File: src/rtl/mem_loader.sv
// mem_loader: copies a block of words from an SDRAM read port into an
// on-chip memory, one read/write pair per word. Addresses wrap at their
// natural widths; a stalled read is abandoned after TIMEOUT cycles.
// Optionally starts a fixed transfer on the first clock after reset.
module mem_loader #(
    parameter int                  DATA_W     = 128,
    parameter int                  SDRAM_AW   = 22,
    parameter int                  MEM_AW     = 9,
    parameter int                  TIMEOUT    = 1023,
    parameter bit                  AUTO_START = 1'b1,
    parameter logic [SDRAM_AW-1:0] AUTO_SRC   = 22'h31E000,
    parameter logic [MEM_AW-1:0]   AUTO_DST   = 9'h000,
    parameter logic [MEM_AW:0]     AUTO_COUNT = 10'd256
) (
    input  logic                clk,
    input  logic                reset_n,
    input  logic                start,
    input  logic [SDRAM_AW-1:0] src_base,
    input  logic [MEM_AW-1:0]   dst_base,
    input  logic [MEM_AW:0]     word_count,
    input  logic                sdram_wait,
    input  logic                sdram_ack,
    input  logic [DATA_W-1:0]   sdram_data,
    output logic                sdram_rd,
    output logic [SDRAM_AW-1:0] sdram_addr,
    output logic                mem_wr,
    output logic [MEM_AW-1:0]   mem_addr,
    output logic [DATA_W-1:0]   mem_data,
    output logic                busy,
    output logic                done,
    output logic                error,
    output logic [MEM_AW:0]     words_done
);

    // Timer only has to hold values up to TIMEOUT-1.
    localparam int TMR_W = ($clog2(TIMEOUT) < 2) ? 2 : $clog2(TIMEOUT);

    localparam logic [TMR_W-1:0]    TMR_LAST   = TMR_W'(TIMEOUT - 1);
    localparam logic [TMR_W-1:0]    TMR_ZERO   = TMR_W'(0);
    localparam logic [TMR_W-1:0]    TMR_ONE    = TMR_W'(1);
    localparam logic [SDRAM_AW-1:0] SRC_ONE    = SDRAM_AW'(1);
    localparam logic [MEM_AW-1:0]   DST_ONE    = MEM_AW'(1);
    localparam logic [MEM_AW:0]     CNT_ZERO   = (MEM_AW + 1)'(0);
    localparam logic [MEM_AW:0]     CNT_ONE    = (MEM_AW + 1)'(1);
    localparam logic [MEM_AW:0]     CNT_FULL   = (MEM_AW + 1)'(1) << MEM_AW;

    typedef enum logic [2:0] {
        IDLE     = 3'd0,
        WAIT_RDY = 3'd1,
        READ     = 3'd2,
        WRITE    = 3'd3,
        DONE     = 3'd4,
        ERROR    = 3'd5
    } state_t;

    state_t                state_r;
    state_t                state_nx_s;
    logic [SDRAM_AW-1:0]   src_r;
    logic [SDRAM_AW-1:0]   src_nx_s;
    logic [MEM_AW-1:0]     dst_r;
    logic [MEM_AW-1:0]     dst_nx_s;
    logic [MEM_AW:0]       count_r;
    logic [MEM_AW:0]       count_nx_s;
    logic [MEM_AW:0]       words_done_r;
    logic [MEM_AW:0]       words_done_nx_s;
    logic [TMR_W-1:0]      timer_r;
    logic [TMR_W-1:0]      timer_nx_s;
    logic [DATA_W-1:0]     data_r;
    logic [DATA_W-1:0]     data_nx_s;
    logic                  auto_pend_r;
    logic                  go_s;
    logic [SDRAM_AW-1:0]   req_src_s;
    logic [MEM_AW-1:0]     req_dst_s;
    logic [MEM_AW:0]       req_count_s;
    logic                  rd_r;
    logic                  wr_r;
    logic                  busy_r;
    logic                  done_r;
    logic                  error_r;

    // A request larger than the memory is limited to one full memory image.
    function automatic logic [MEM_AW:0] clamp_count(input logic [MEM_AW:0] c);
        if (c[MEM_AW]) begin
            return CNT_FULL;
        end else begin
            return c;
        end
    endfunction

    // Next-state and datapath update for the transfer sequencer.
    always_comb begin
        state_nx_s      = state_r;
        src_nx_s        = src_r;
        dst_nx_s        = dst_r;
        count_nx_s      = count_r;
        words_done_nx_s = words_done_r;
        timer_nx_s      = timer_r;
        data_nx_s       = data_r;
        go_s            = start | auto_pend_r;
        req_src_s       = auto_pend_r ? AUTO_SRC : src_base;
        req_dst_s       = auto_pend_r ? AUTO_DST : dst_base;
        req_count_s     = clamp_count(auto_pend_r ? AUTO_COUNT : word_count);
        case (state_r)
            IDLE, DONE, ERROR: begin
                if (go_s) begin
                    src_nx_s        = req_src_s;
                    dst_nx_s        = req_dst_s;
                    count_nx_s      = req_count_s;
                    words_done_nx_s = CNT_ZERO;
                    if (req_count_s == CNT_ZERO) begin
                        state_nx_s = DONE;
                    end else begin
                        state_nx_s = WAIT_RDY;
                    end
                end else begin
                    state_nx_s = state_r;
                end
            end
            WAIT_RDY: begin
                if (!sdram_wait) begin
                    state_nx_s = READ;
                    timer_nx_s = TMR_ZERO;
                end else begin
                    state_nx_s = WAIT_RDY;
                end
            end
            READ: begin
                if (sdram_ack) begin
                    data_nx_s  = sdram_data;
                    state_nx_s = WRITE;
                end else if (timer_r == TMR_LAST) begin
                    state_nx_s = ERROR;
                end else begin
                    timer_nx_s = timer_r + TMR_ONE;
                end
            end
            WRITE: begin
                src_nx_s        = src_r + SRC_ONE;
                dst_nx_s        = dst_r + DST_ONE;
                words_done_nx_s = words_done_r + CNT_ONE;
                if ((words_done_r + CNT_ONE) == count_r) begin
                    state_nx_s = DONE;
                end else begin
                    state_nx_s = READ;
                    timer_nx_s = TMR_ZERO;
                end
            end
            default: begin
                state_nx_s = IDLE;
            end
        endcase
    end

    // Sequencer state register.
    always_ff @(posedge clk or negedge reset_n) begin
        if (!reset_n) begin
            state_r <= IDLE;
        end else begin
            state_r <= state_nx_s;
        end
    end

    // Transfer datapath: addresses, counts, timeout timer and write data.
    always_ff @(posedge clk or negedge reset_n) begin
        if (!reset_n) begin
            src_r        <= {SDRAM_AW{1'b0}};
            dst_r        <= {MEM_AW{1'b0}};
            count_r      <= CNT_ZERO;
            words_done_r <= CNT_ZERO;
            timer_r      <= TMR_ZERO;
            data_r       <= {DATA_W{1'b0}};
        end else begin
            src_r        <= src_nx_s;
            dst_r        <= dst_nx_s;
            count_r      <= count_nx_s;
            words_done_r <= words_done_nx_s;
            timer_r      <= timer_nx_s;
            data_r       <= data_nx_s;
        end
    end

    // The self-start request is live only for the first edge after reset.
    always_ff @(posedge clk or negedge reset_n) begin
        if (!reset_n) begin
            auto_pend_r <= AUTO_START;
        end else begin
            auto_pend_r <= 1'b0;
        end
    end

    // Status and strobe outputs registered from the next state.
    always_ff @(posedge clk or negedge reset_n) begin
        if (!reset_n) begin
            rd_r    <= 1'b0;
            wr_r    <= 1'b0;
            busy_r  <= 1'b0;
            done_r  <= 1'b0;
            error_r <= 1'b0;
        end else begin
            rd_r    <= (state_nx_s == READ);
            wr_r    <= (state_nx_s == WRITE);
            busy_r  <= (state_nx_s == WAIT_RDY) || (state_nx_s == READ) ||
                       (state_nx_s == WRITE);
            done_r  <= (state_nx_s == DONE);
            error_r <= (state_nx_s == ERROR);
        end
    end

    assign sdram_rd   = rd_r;
    assign sdram_addr = src_r;
    assign mem_wr     = wr_r;
    assign mem_addr   = dst_r;
    assign mem_data   = data_r;
    assign busy       = busy_r;
    assign done       = done_r;
    assign error      = error_r;
    assign words_done = words_done_r;

endmodule

File: config.mk
export PLATFORM = sky130hd
export DESIGN_NAME = mem_loader
export DESIGN_NICKNAME = d
export VERILOG_FILES = /design/src/rtl/mem_loader.sv
export SDC_FILE = /design/constraint.sdc
export NUM_CORES = 1
export LEC_CHECK = 0
export CAP_MARGIN = 20
export CORE_ASPECT_RATIO = 0.6
export CORE_MARGIN = 5
export CORE_UTILIZATION = 45
export DETAILED_ROUTE_END_ITERATION = 8
export GPL_ROUTABILITY_DRIVEN = 0
export PLACE_DENSITY_LB_ADDON = 0.2
export SLEW_MARGIN = 5
export SYNTH_ARGS = -nofsm -noshare
export SYNTH_HDL_FRONTEND = slang
export SYNTH_SLANG_ARGS = --single-unit
File: constraint.sdc
create_clock -name clk -period 6.9 [get_ports clk]
set_input_delay 1.725 -clock clk [delete_from_list [all_inputs] [get_ports clk]]
set_output_delay 1.725 -clock clk [all_outputs]
set_load 0.01 [all_outputs]
Yosys cells after proc, flatten, opt, wreduce, memory -nomap -nowiden
Cells that the tools add are included.
{"block": "classes", "mux": 22, "n_reduce_logical": 11, "add_sub_neg": 4, "bitwise": 1, "eq_ne": 17}
{"cell": "10-bit 2-to-1 mux", "count": 7}
{"cell": "22-bit 2-to-1 mux", "count": 2}
{"cell": "22-bit case mux with 2 select lines", "count": 1}
{"cell": "10-bit case mux with 3 select lines", "count": 1}
{"cell": "22-bit by 1-bit adder with 22-bit output (second input constant)", "count": 1}
{"cell": "10-bit by 1-bit adder with 10-bit output (second input constant)", "count": 2}
{"cell": "10-bit case mux with 2 select lines", "count": 1}
{"cell": "9-bit 2-to-1 mux", "count": 2}
{"cell": "9-bit case mux with 2 select lines", "count": 1}
{"cell": "3-bit 2-to-1 mux", "count": 5}
{"cell": "3-bit by 2-bit == test with 1-bit output (second input constant)", "count": 4}
{"cell": "3-bit == test (second input constant)", "count": 4}
{"cell": "3-bit case mux with 4 select lines", "count": 1}
{"cell": "10-bit == test", "count": 1}
{"cell": "10-bit == test (second input constant)", "count": 1}
{"cell": "10-bit zero test", "count": 1}
{"cell": "2-bit inequality test (second input constant)", "count": 5}
{"cell": "9-bit by 1-bit adder with 9-bit output (second input constant)", "count": 1}
{"cell": "3-bit by 1-bit == test with 1-bit output (second input constant)", "count": 2}
{"cell": "2-bit AND reduction", "count": 3}
{"cell": "5-bit AND reduction", "count": 1}
{"cell": "3-bit zero test", "count": 1}
{"cell": "3-bit nonzero test", "count": 1}
{"cell": "3-bit OR reduction", "count": 1}
{"cell": "other kinds (4)", "count": 5}
{"block": "totals", "elab_cells": 68, "register_bits": 198, "output_inout_bits": 174, "inputBits": 174}

Longest topological paths before layout
{"block": "depth", "word_depth": 9, "depth_mapped": 8, "ltp_nobuf": 8}

Worst setup path before layout
Ideal clock, no wire load.
{"block": "synth_path", "path_kind": "input -> register", "from": "input port word_count[0]", "to": "register timer_r[1]", "slack_ns": 3.503, "stages": 6, "setup_time_ns": 0.145, "n_path_buf": 0, "arrival_time_ns": 3.251, "cell_sequence": "nor4_1 nand4_1 a22o_1 or2_2 a31oi_2 o32ai_1"}
{"item": "start, declared", "line": "20", "text": "input logic [MEM_AW:0] word_count,"}
{"item": "end signal, assigned", "line": "177", "text": "timer_r <= timer_nx_s;"}
{"item": "end, declared", "line": "66", "text": "logic [TMR_W-1:0] timer_r;"}

==> flow_summary.toml <==
[sta]
tightest_slew_ns = 1.09
setup_slack_ns = 2.78
fin_crit_sh = 0.597
finalSetupTns_ns = 0
fin_skew_ns = 0.0123
drv_slew = 0
setup_viol = 0
min_period_ns = 4.12
max_freq_mhz = 243
slew_headroom = 0.275
rsz0062_at_grt = "no"
hold_viol = 0

[power]
seq_power_share = 0.362
worst_ir_drop_vdd_mv = 0.228
p_sw_mw = 1.97
p_sw_frac = 0.342
power_density_mw_per_mm2 = 445
leakagePower_nw = 5.24
p_total_mw = 5.74
p_int_mw = 3.78
p_comb_frac = 0.463
clock_power_share = 0.175

[clock_network]
cts_tree = "built"
cts_resized = 0
ctsHoldBuffers = 0
clock_latency_ns = 0.43
cts.sinks = 198
cts_buffer_depth = 2
postCtsSetupBuffers = 0
cts_max_level = 4
cts-buffers-inserted = 17
cts_root_buf = "clkbuf_16"
clkTransAtPathRegs_ns = 0.07

[worst_setup_path]
reg2reg_setup_slack_ns = 3.76
crit_type = "in2reg"
crit_path_start_kind = "primary input"
r2r_cells = 5
cp_slowest_stage_delay_ns = 0.78
critPathCaptureType = "register"
reg2reg_to = "mem_data[70]$_DFFE_PN0P_"
slowest_stage = "nor4_1"
r2r-start = "state_r[1]$_DFF_PN0_"
cp_max_fo = 10
cp_data_arrival_time_ns = 4.40
crit_buf_inv = 1
crit_chain = "clkdlybuf4s50_1, nor4_1, nand4_1, a22o_1, or2_2, a31oi_2, o32ai_1"
cp.required_ns = 7.18
cpLargestDelayFamily = "simple AND/OR/NAND/NOR gates"

[routing]
wl_um = 25400
antenna_left = 0
drc_errors = 0
drtIter0Drc = 572
viasPerCell = 5.36
vias = 7004
wl_per_cell_um = 19.5
drt-pass1-iter-count = 7

[yosys]
synth_top_family_by_area = "multiplexers"
synth_nets = 891
synth-compound-area-share = 0.0993
async_reset_ff_frac = 1.00
synthAdderAreaFrac = 0.00721
syn_area_mm2 = 0.00867
synth-seq-cells = 198
synth-edff-count = 0
ys.flop_type = "dfrtp_1"
syn-instance-count = 712
yosysUniqueCellTypes = 61
synth_warnings = 0
synth_top_cell_area_share = 0.568
yosysTopAreaCell = "dfrtp_1"
avgSynthCellArea_um2 = 12.2
synthTopCellsByArea = "dfrtp_1, mux2_2, nand2_1"
synthSimpleGateAreaFrac = 0.105
seq_area_frac_synth = 0.571
muxShareOfSynthArea = 0.169
synth_xor_area_frac = 0.0162

[cells_and_area]
drive_gt1_frac = 0.166
final_common_cell = "clkdlybuf4s50_1"
final_nets = 1227
final_util = 0.679
num_antenna_cells = 0
final_cell_mix = "clkdlybuf4s50_1, dfrtp_1, mux2_2"
area_growth_pct = 48.7
final_area_mm2 = 0.0129

[worst_hold_path]
hold_path.class = "reg2reg"
whs_endpoint = "mem_addr[8]$_DFFE_PN0P_"
holdCritStartpoint = "mem_addr[8]$_DFFE_PN0P_"
hold_depth = 1

[die]
core_area_mm2 = 0.0190
io-pin-count = 348
die-area_mm2 = 0.0222
num_rows = 39
die_x_um = 189
dieHeight_um = 118
start_util = 0.457

[job]
cap_violations = 0

[placed_design]
pre_cts_slack_ns = 2.38
dpl_cell_area_mm2 = 0.0123
hpwl_um = 19000
port_buffers = 347

[global_route]
grt_max_degree = 91
grt_pass1_wl_um = 39800
grt-ovfl-total = 0
grt_pass1_vias = 6881
gr-usage-all-layers = 0.226
antenna_found_initial = 0

[outcome]
outcome = "complete, no violations"
[Yosys cell counts (all sizes together), types with 5 or more instances]
library cell / count
and3: 11
o211ai: 5
mux2: 128
nand2: 50
nand3: 29
o31ai: 6
clkbuf: 17
nor4: 5
nor2: 20
nand2b: 5
inv: 16
xnor2: 12
ha: 5
buf: 20
and2: 6
a311oi: 9
dfrtp: 197
o21ai: 32
nand4: 8
nor3: 28
a21oi: 31
a211oi: 12
a31oi: 9
[registers in the layout, summed over array words and instances (netlist names)]
register and cells:
timer_r 10, busy 1, words_done 10, sdram_rd 1
mem_addr 9, done 1, mem_wr 1, auto_pend_r 1
count_r 10, mem_data 128, error 1, state_r 3
sdram_addr 22
[metal layers]
metal  GRT usage  vias up  routed length (um)
met2       0.349      249               11900
met5           0        -                   0
li1            -     3276                   -
met3      0.0575       26                1490
met1       0.326     3453               11700
met4      0.0479        0                 381
[power by group through the flow]
stage | clock network [mW] | logic [mW] | registers, mW
after detailed placement | 0 | 2.67 | 2.10
after global routing | 1.08 | 2.85 | 2.17
final | 1.00 | 2.66 | 2.08
after global placement | 0 | 2.64 | 2.07
after floorplan | 0 | 1.06 | 2.27
after CTS | 1.02 | 2.69 | 2.08
[cell type report]
class                   instances  area (um2)
well taps                     246         308
fillers                      1444        6090
flip-flops and latches        198        4960
multi-input cells             461        3450
inverters                      16        60.1
clock buffers                  20         447
repair buffers                354        3530
clock inverters                12         141
[per-stage QoR]
stage	cells	hold slack, ns
after floorplan	712	0.458
after global placement	1275	0.472
after detailed placement	1275	0.484
after CTS	1307	0.496
after global routing	1307	0.515
final	1307	0.492
[cells by family after synthesis]
| group | Yosys count |
|---|---|
| flops | 198 |
| simple gates | 180 |
| other cells | 1 |
| fa+ha+maj | 5 |
| compound gates | 129 |
| buf+inv | 53 |
| mux | 130 |
| xor+xnor | 16 |
[how the worst max path moves through the flow]
stage / start / endpoint / depth (start not counted)
floorplan: word_count[0] / timer_r[1]$_DFFE_PN0P_ / 6
global placement: word_count[0] / timer_r[1]$_DFFE_PN0P_ / 7
detailed placement: word_count[5] / timer_r[1]$_DFFE_PN0P_ / 7
CTS: word_count[5] / timer_r[1]$_DFFE_PN0P_ / 7
global route: word_count[0] / timer_r[1]$_DFFE_PN0P_ / 7
finish: word_count[0] / timer_r[1]$_DFFE_PN0P_ / 7
(Power assumes the default switching activity.)
